$ cat src/rtl/aidc_decomp_sched.sv
// Burst scheduler for the AIDC read-decompression path: dispatches compressed
// bursts to one of four engines and reassembles their returns in arrival order.
module aidc_decomp_sched #(
    parameter int unsigned DATA_W    = 256,
    parameter int unsigned ID_W      = 4,
    parameter int unsigned ORD_DEPTH = 4
) (
    input  logic                       clk,
    input  logic                       rst,
    input  logic                       in_valid,
    output logic                       in_ready,
    input  logic [DATA_W-1:0]          in_data,
    input  logic [ID_W-1:0]            in_id,
    input  logic                       in_last,
    output logic [3:0]                 eng_valid,
    input  logic [3:0]                 eng_ready,
    output logic [DATA_W-1:0]          eng_data,
    output logic                       eng_sop,
    output logic                       eng_last,
    input  logic [3:0]                 ret_valid,
    output logic [3:0]                 ret_ready,
    input  logic [4*DATA_W-1:0]        ret_data,
    input  logic [3:0]                 ret_last,
    output logic                       out_valid,
    input  logic                       out_ready,
    output logic [DATA_W-1:0]          out_data,
    output logic [ID_W-1:0]            out_id,
    output logic                       out_last,
    output logic [$clog2(ORD_DEPTH):0] inflight
);

    localparam int unsigned PTR_W = $clog2(ORD_DEPTH);
    localparam int unsigned CNT_W = PTR_W + 1;

    typedef enum logic {HDR, BODY} state_t;

    state_t             state, state_nxt;
    logic [1:0]         cur, cur_nxt;
    logic [1:0]         sel;
    logic               push, pop;

    logic [1:0]         ord_mode [ORD_DEPTH];
    logic [ID_W-1:0]    ord_id   [ORD_DEPTH];
    logic [PTR_W-1:0]   wr_ptr, rd_ptr;
    logic [CNT_W-1:0]   ord_cnt;
    logic               ord_full, ord_empty;

    logic [1:0]         head_mode;
    logic [ID_W-1:0]    head_id;
    logic               acc, acc_last;
    logic [DATA_W-1:0]  acc_data;

    logic               skid_valid, skid_last;
    logic [DATA_W-1:0]  skid_data;
    logic [ID_W-1:0]    skid_id;

    assign sel       = in_data[1:0];
    assign eng_data  = in_data;
    assign eng_last  = in_last;
    assign ord_full  = (ord_cnt == CNT_W'(ORD_DEPTH));
    assign ord_empty = (ord_cnt == '0);
    assign inflight  = ord_cnt;

    always_ff @(posedge clk) begin
        if (rst) begin
            state <= HDR;
            cur   <= 2'd0;
        end else begin
            state <= state_nxt;
            cur   <= cur_nxt;
        end
    end

    // Dispatch: header beats steer by their mode bits, body beats follow the latched channel
    always_comb begin
        state_nxt = state;
        cur_nxt   = cur;
        in_ready  = 1'b0;
        eng_valid = 4'b0000;
        eng_sop   = 1'b0;
        push      = 1'b0;
        if (!rst) begin
            case (state)
                HDR: begin
                    eng_sop        = 1'b1;
                    in_ready       = eng_ready[sel] && !ord_full;
                    eng_valid[sel] = in_valid && !ord_full;
                    push           = in_valid && eng_ready[sel] && !ord_full;
                    if (push && !in_last) begin
                        cur_nxt   = sel;
                        state_nxt = BODY;
                    end
                end
                BODY: begin
                    in_ready       = eng_ready[cur];
                    eng_valid[cur] = in_valid;
                    if (in_valid && eng_ready[cur] && in_last) state_nxt = HDR;
                end
                default: state_nxt = HDR;
            endcase
        end
    end

    // Order queue payload: no reset needed, validity is tracked by the counter
    always_ff @(posedge clk) begin
        if (push) begin
            ord_mode[wr_ptr] <= sel;
            ord_id[wr_ptr]   <= in_id;
        end
    end

    always_ff @(posedge clk) begin
        if (rst) begin
            wr_ptr  <= '0;
            rd_ptr  <= '0;
            ord_cnt <= '0;
        end else begin
            if (push) wr_ptr <= wr_ptr + PTR_W'(1);
            if (pop)  rd_ptr <= rd_ptr + PTR_W'(1);
            case ({push, pop})
                2'b10:   ord_cnt <= ord_cnt + CNT_W'(1);
                2'b01:   ord_cnt <= ord_cnt - CNT_W'(1);
                default: ord_cnt <= ord_cnt;
            endcase
        end
    end

    assign head_mode = ord_mode[rd_ptr];
    assign head_id   = ord_id[rd_ptr];

    // Collector listens only to the head burst's channel; space = skid slot free
    always_comb begin
        ret_ready = 4'b0000;
        if (!rst && !ord_empty && !skid_valid) ret_ready[head_mode] = 1'b1;
    end

    assign acc      = ret_valid[head_mode] && ret_ready[head_mode];
    assign acc_last = ret_last[head_mode];
    assign acc_data = ret_data[DATA_W*32'(head_mode) +: DATA_W];
    assign pop      = acc && acc_last;

    // Two-entry output buffer: out_* is the head entry, skid_* the overflow entry
    always_ff @(posedge clk) begin
        if (rst) begin
            out_valid  <= 1'b0;
            out_data   <= '0;
            out_id     <= '0;
            out_last   <= 1'b0;
            skid_valid <= 1'b0;
            skid_data  <= '0;
            skid_id    <= '0;
            skid_last  <= 1'b0;
        end else if (!out_valid || out_ready) begin
            if (skid_valid) begin
                out_valid  <= 1'b1;
                out_data   <= skid_data;
                out_id     <= skid_id;
                out_last   <= skid_last;
                skid_valid <= 1'b0;
            end else begin
                out_valid <= acc;
                if (acc) begin
                    out_data <= acc_data;
                    out_id   <= head_id;
                    out_last <= acc_last;
                end
            end
        end else if (acc) begin
            skid_valid <= 1'b1;
            skid_data  <= acc_data;
            skid_id    <= head_id;
            skid_last  <= acc_last;
        end
    end

endmodule

$ cat config.mk
export PLATFORM = sky130hd
export DESIGN_NAME = aidc_decomp_sched
export DESIGN_NICKNAME = d
export VERILOG_FILES = /design/src/rtl/aidc_decomp_sched.sv
export SDC_FILE = /design/constraint.sdc
export NUM_CORES = 1
export LEC_CHECK = 0
export BUFFER_PORTS_ARGS = -buffer_cell sky130_fd_sc_hd__buf_2
export CORE_AREA = 5 5 707 709
export CTS_CLUSTER_SIZE = 20
export DETAILED_ROUTE_END_ITERATION = 6
export DIE_AREA = 0 0 712 714
export PLACE_DENSITY_LB_ADDON = 0.15
export SETUP_SLACK_MARGIN = 0.1
export SLEW_MARGIN = 5
export SYNTH_ARGS = -nofsm -noshare
export SYNTH_HDL_FRONTEND = slang
export SYNTH_SLANG_ARGS = --single-unit
$ cat constraint.sdc
create_clock -name clk -period 3.25 [get_ports clk]
set_clock_uncertainty 0.05 [all_clocks]
set_input_delay 0.4875 -clock clk [delete_from_list [all_inputs] [get_ports clk]]
set_output_delay 0.4875 -clock clk [all_outputs]
set_load 0.02 [all_outputs]
# After elaboration in Yosys (flattened, before gate mapping)
# Memories as Yosys holds them, arrays and structs flattened. A register that Yosys moved wholly into a read port is not among the register bits.
# Cells that the tools add are included.
[totals] input_bits=1301 reg_bits=534 wordCells=103 out_inout_bits=532 mem_bits_rw=24 n_memories=2
[op_classes] bitwise=4 addsub=4 reduce_logical=28 n_eq_ne=3 mux=42 magnitude_cmp=6 shifts=1
[mem_list] name="ord_id" words=4 width=4 read_ports=1 rd_ports_with_merged_regs=1 write_ports=1 line_no="43" source="logic [ID_W-1:0] ord_id [ORD_DEPTH];"
[mem_list] name="ord_mode" words=4 width=2 read_ports=1 rd_ports_with_merged_regs=1 write_ports=1 line_no="42" source="logic [1:0] ord_mode [ORD_DEPTH];"
[op_table] operator="$shiftx A1024 B11 Y256" n=1
[op_table] operator="$mux W256" n=2
[op_table] operator="$mux W1" n=20
[op_table] operator="$mux W4" n=4
[op_table] operator="$logic_and A1 B1 Y1" n=14
[op_table] operator="$bmux W1 S2" n=5
[op_table] operator="$lt A2 B3 Y1 const B" n=3
[op_table] operator="$and A4 B4 Y4" n=2
[op_table] operator="$mux W2" n=4
[op_table] operator="$pmux W4 S2" n=1
[op_table] operator="$demux W1 S2" n=3
[op_table] operator="$ge A2 B1 Y1 const B" n=3
[op_table] operator="$logic_not A1 Y1" n=6
[op_table] operator="$pmux W3 S2" n=1
[op_table] operator="$reduce_and A2 Y1" n=3
[op_table] operator="$add A2 B1 Y2 const B" n=2
[op_table] operator="$pmux W1 S2" n=2
[op_table] operator="$reduce_bool A2 Y1" n=2
[op_table] operator="$add A3 B1 Y3 const B" n=1
[op_table] operator="$eq A3 B3 Y1 const B" n=1
[op_table] operator="$logic_not A3 Y1" n=1
[op_table] operator="$sub A3 B1 Y3 const B" n=1
[op_table] operator="$eq A2 B1 Y1 const B" n=1
[op_table] operator="$eq A2 B2 Y1 const B" n=1
[op_table] operator="other kinds (3)" n=4

# Longest topological paths before layout
# Gate-level depths: netlist of the first run.
[logic_depth] word_depth=11 mapped_depth=14 ltp_nobuf=10

# Least setup slack after synthesis of the first run
# OpenSTA, ideal clock, no wires.
[synth_timing] path_kind="register to register" start="register (tool-made name)" end="register ord_cnt[2] (netlist: inflight[2])" required_time_ns=3.130 slack_ns=0.008 t_arrival_ns=3.121 setup_time_ns=0.070 period_less_slack_ns=3.242 path_buffers=4 path_stages_with_launch=15 cell_sequence="dfxtp_1 -> buf_4 -> mux4_2 -> mux2i_2 -> o22a_1 -> buf_4 -> buf_4 -> buf_4 -> nor2_1 -> ha_1 -> inv_1 -> fa_1 -> xor2_1 -> or3_1 -> a21oi_1"
[synth_rtl] item="to (signal assigned)" line_no="121" source="2'b10: ord_cnt <= ord_cnt + CNT_W'(1);"
[synth_rtl] item="to (signal assigned)" line_no="122" source="2'b01: ord_cnt <= ord_cnt - CNT_W'(1);"
[synth_rtl] item="to (signal assigned)" line_no="123" source="default: ord_cnt <= ord_cnt;"
[synth_rtl] item="to (decl)" line_no="45" source="logic [CNT_W-1:0] ord_cnt;"

==> metrics.cfg, run 1 <==
[status]
status = finished clean

[clocking]
cts_buffers = 91
cts.clk_slew.worst_paths_ps = 60
clockBufferDepth = 4
clk_latency_ps = 800
htree_levels = 3
clock-sinks = 560
root_buffer = clkbuf_16
cts_tree = built

[final_layout]
final_cell_mix = buf_2 (1,319), dfxtp_1 (533), nor2_1 (280), a21oi_1 (271), nand3_1 (263)
multi_input_area_um2 = 16250
fin_util = 0.09757
num-fill-cells = 57006
final_common_cell = buf_2
area_delta_synth_final_pct = 55.17
drive_gt1_frac = 0.4639
register_area_um2 = 11460
nNetsFinal = 5387

[yosys]
yosys.area.top_type = dfxtp_1
syn_area_um2 = 30950
synth_area_leaders = dfxtp_1 (35%), mux4_2 (19%), mux2i_1 (8.6%)
synth-seq-cells = 560
avgSynthCellArea_um2 = 10.09
yosys.area.top_type_share = 0.3466
seq_area_frac_synth = 0.3699
synth.net_count = 4376
yosys_warnings = 0
netlist_instances = 3069
synth_cell_types = 40

[route]
wirelength_mm = 309.8
vias = 32171
dr.first_iter.drc_count = 2315
drt_first_pass_iters = 5
ant_nets = 0
avgViaCountPerCell = 2.975
wl_per_cell_um = 28.65
drc_errors = 0

[critical_path]
crit_fanout = 13
critPathKind = flop to flop
cp_top_family = multiplexers
cp-start-kind = flop
rrSetupSlack_ps = 70
critical-path-max-stage-delay_ps = 710
crit_buf_inv = 4
cpMaxStageDelayCell = mux4_4
crit_required_ps = 3820
cp.arrival_ps = 3750
endpoint_kind = flop
path_cells = mux4_4, buf_8, buf_4, buf_12, buf_16, mux4_2, mux2i_1, a211oi_1

[floorplan]
io_pins = 1833
core_area_um2 = 492300
die_w_um = 712
die_height_um = 714
start_util = 0.06288
num_rows = 258
die_area_um2 = 508400

[global_route]
grt_pass1_wl_mm = 376.7
grt_max_degree = 134
antenna_found_initial = 379
gr-total-overflow = 0
grt.total_usage = 0.1143
grt_pass1_vias = 31179

[power_and_ir_drop]
fin_total_pwr_uw = 20690
powerDensity_nw_per_um2 = 430.7
static-leakage-power_uw = 0.01596
peakVddDrop_uv = 429.1

[sta]
min_period_ps = 3180
finalSetupViolations = 0
fin_hold_ws_ps = 128.1
setup_ws_ps = 70.01
hold_viol_final = 0
fmax_mhz = 314.5
rsz0062_at_grt = true
worstMarginPinSlew_ps = 1065
slew_violations = 0
post-route-period-util = 0.9785
slew_headroom = 0.2900

[run]
drv_cap = 0

[place]
dp_hpwl_mm = 257.6
finalWeightedCongestion = 0.9563
dp_slack_ps = -72.01
numPortBuffers = 1324

[worst_hold_path]
hold_class = primary input to flop

layer usage:
layer | global-route usage | up-vias | wire (µm)
li1 | - | 13504 | -
met1 | 0.1374 | 15772 | 124100
met2 | 0.1771 | 1941 | 134700
met3 | 0.06122 | 764 | 39450
met4 | 0.02904 | 190 | 10310
met5 | 0 | - | 1250
path summary, 6_finish.rpt:
check                               endpoint  startpoint  cells past startpoint
worst max register to register  out_data[43]        flop                      8
worst min register to register     rd_ptr[1]   rd_ptr[1]                      1
worst min-delay path                  cur[0]     in_last                      4
worst max-delay path            out_data[43]        flop                      8
worst min-delay path: stages:
cell	delay (ps)
buf_2	130
nor3_1	90
mux2i_1	120
nor2_1	80
cells in the mapped netlist:
cell / instances
dfxtp_1: 536
nor2_1: 283
a21oi_1: 272
buf_4: 272
mux2i_1: 267
nand3_1: 265
mux4_2: 264
a211oi_1: 260
o21ai_0: 188
clkbuf_1: 147
o21ai_1: 74
buf_1: 71
buf_2: 71
edfxtp_1: 24
buf_6: 20
inv_1: 7
ha_1: 5
nand2_1: 5
nor3_1: 5
and2_1: 4
nand2b_1: 4
or3_1: 3
a311oi_1: 2
nand3b_1: 2
o22a_1: 2
xor2_1: 2
a31oi_1: 1
a41oi_1: 1
and4_1: 1
fa_1: 1
mux2_2: 1
mux2i_2: 1
nand4_1: 1
nand4b_4: 1
nor2b_1: 1
o221ai_4: 1
o22ai_1: 1
o31ai_1: 1
or3b_2: 1
xnor2_1: 1
cell type report:
type,count,share of cell area
timing repair buffer,1499,0.1840
multi-input combinational,1921,0.3382
clock inverter,24,0.006694
clock buffer,134,0.05389
inverter,7,0.0005470
sequential,560,0.2386
antenna,168,0.008752
tap,6500,0.1693
flip-flops by register name, indices dropped and copies added, names as in the netlist, 2 cells and up, named ones only:
register	cells
skid_data	256
skid_id	4
rd_ptr	2
wr_ptr	2
ord_mode	8
ord_id	16
out_data	256
inflight	3
cur	2
out_id	4
logic make-up after synthesis:
family                   Yosys count  synth area share
AND/OR/NAND/NOR                  576           0.08302
multiplexers                     533            0.2792
buffers and inverters            588            0.1120
XOR/XNOR                           3         0.0008490
AO/OA/AOI/OAI                    803            0.1523
flip-flops                       560            0.3699
adder cells (fa/ha/maj)            6          0.002668
metrics by stage:
| step | setup TNS [ps] | instance area [µm²] | instances |
|---|---|---|---|
| 2_1_floorplan | 0 | 30990 | 3069 |
| 3_3_place_gp | -50.77 | 43850 | 10452 |
| 3_5_place_dp | -387.8 | 43850 | 10452 |
| 4_1_cts | -2.433 | 47100 | 10629 |
| 5_1_grt | -14.20 | 47780 | 10712 |
| 6_report | 0 | 48030 | 10813 |
power breakdown:
group          internal [µW]  switching, µW
registers               7070           98.5
clock network           5970           3980
logic                   1450           2110
total                  14500           6200
timing repair:
action / CTS / global route
setup endpoints to repair: 137 / 134
setup buffers: 8 / 9
hold buffers: 9 / 0
resized for setup: 33 / 52
pin swaps: 2 / 15
gates cloned: 2 / 7
hold endpoints to repair: 25 / 0
No activity file was read; power rests on OpenSTA's default activity.
==> run 2, diff against run 1 <==
CTS_BUF_LIST = sky130_fd_sc_hd__clkbuf_16   (was unset)
==> run 2 against run 1 <==
Compared with the run above: the run now ends with antenna rules left; non-clock buffer count stayed put; worst hold slack worse by 1.2 ps; clock power is 4.5% lower; register-to-register slack hardly changed; flip-flop and latch count stayed put; power is 2.2% lower; setup slack better by 9.3 ps; clock-buffer cell count is 43 lower; global-route usage hardly changed; combinational power hardly changed; fmax is 0.29% higher; sequential power hardly changed.
==> metrics.cfg, run 2 (same netlist as run 1, synthesis figures left out) <==
[final_layout]
drive_gt1_frac = 0.4603
final_common_cell = buf_2
largest_registers = out_data (256), skid_data (256), ord_id (16)
nNetsFinal = 5387
area_delta_synth_final_pct = 54.66
final_cell_mix = buf_2 (1,319), dfxtp_1 (533), nor2_1 (280), a21oi_1 (271), nand3_1 (263)
instances_no_fill = 10812

[critical_path]
critPathKind = flop to flop
critical-path-max-stage-delay_ps = 710
cp-start-kind = flop
cp_top_family = multiplexers
crit_required_ps = 3830
cp.arrival_ps = 3750
crit_fanout = 13
path_cells = mux4_4, buf_8, buf_4, buf_12, buf_16, mux4_2, mux2i_2, a211oi_1
cpMaxStageDelayCell = mux4_4
endpoint_kind = flop
crit_buf_inv = 4

[route]
drt_first_pass_iters = 5
vias = 32262
ant_nets = 1
wl_per_cell_um = 28.65
avgViaCountPerCell = 2.984
dr.first_iter.drc_count = 2284
wirelength_mm = 309.7
drc_errors = 0

[sta]
setup_tns_ps = 0
hold_viol_final = 0
finalSetupViolations = 0
slew_headroom = 0.3143
fmax_mhz = 315.4
worstMarginPinSlew_ps = 1029
fin_hold_ws_ps = 126.9
min_period_ps = 3171
rsz0062_at_grt = true
setup_ws_ps = 79.33
slew_violations = 0
post-route-period-util = 0.9756

[clocking]
root_buffer = clkbuf_16
cts_tree = built
htree_levels = 3
clk_latency_ps = 800
clock-sinks = 560
cts_buffers = 91
clockBufferDepth = 4
cts.clk_slew.worst_paths_ps = 60

[place]
dp_hpwl_mm = 257.6
dp_slack_ps = -72.01
finalWeightedCongestion = 0.9563
dp.cells = 10452
numPortBuffers = 1324

[global_route]
top_usage_layer = met2
grt_pass1_wl_mm = 376.8
antenna_found_initial = 379
use_met2 = 0.1771
grt_max_degree = 134
globalRouteMet1Util = 0.1374
use_met3 = 0.06122
grt.total_usage = 0.1143
grt_pass1_vias = 31183
gr-total-overflow = 0

[floorplan]
num_rows = 258
die_height_um = 714
die_w_um = 712
core_area_um2 = 492300
start_util = 0.06288
die_area_um2 = 508400
io_pins = 1833

[status]
violations = antenna rules
status = finished, violations left

[power_and_ir_drop]
static-leakage-power_uw = 0.01598
powerDensity_nw_per_um2 = 422.7
fin_total_pwr_uw = 20230
peakVddDrop_uv = 428.5

[run]
drv_cap = 0

[worst_hold_path]
hold_class = primary input to flop

run 2: changes by cell type in the layout (fill, tap and decap cells not counted), sizes merged:
cell,previous run,this run
clkinv,11,26
clkbuf,141,98
diode,168,167
inv,10,38
run 2: final cells by class:
| cell class | instances | area [µm²] |
|---|---|---|
| Fill cell | 57035 | 444400 |
| Multi-Input combinational cell | 1921 | 16250 |
| Sequential cell | 560 | 11460 |
| Timing Repair Buffer | 1499 | 8831 |
| Tap cell | 6500 | 8133 |
| Clock buffer | 91 | 2277 |
| Clock inverter | 67 | 483.0 |
| Antenna cell | 167 | 417.9 |
| Inverter | 7 | 26.28 |
run 2: report_power, final:
| part | total [µW] | switching (µW) | leakage [µW] | internal (µW) |
|---|---|---|---|---|
| clock network | 9500 | 3980 | 0.00144 | 5520 |
| logic | 3570 | 2110 | 0.0100 | 1450 |
| registers | 7170 | 98.4 | 0.00454 | 7070 |
run 2: per-layer routing:
metal,share of wire,up-vias,wire [µm]
li1,-,13505,-
met1,0.40,15881,124800
met5,0.0041,-,1255
met4,0.033,188,10160
met2,0.44,1930,134800
met3,0.12,758,38670
run 2: metrics by stage:
| stage | utilization | instance area [µm²] |
|---|---|---|
| after global placement | 0.08907 | 43850 |
| after detailed placement | 0.08907 | 43850 |
| final | 0.09725 | 47870 |
| after global routing | 0.09674 | 47620 |
| after floorplan | - | 30990 |
| after CTS | 0.09536 | 46950 |
run 2: path summary, 6_finish.rpt:
path,from,end,slack [ps],cells after the start
max,flop,out_data[56],80,8
min,in_last,cur[1],130,4
max reg2reg,flop,out_data[56],80,8
min reg2reg,rd_ptr[1],rd_ptr[1],410,1
run 2: timing repair:
action	4_1_cts	5_1_grt
hold buffers	9	0
pin swaps	2	15
setup endpoints to repair	138	136
cloned	2	7
gates resized for setup	33	51
setup buffers	8	9
endpoints found under the hold margin	25	0
run 2: tightest hold or removal path, stage by stage:
cell	delay, ps
buf_2	130
nor3_1	90
mux2i_1	120
nor2_1	80
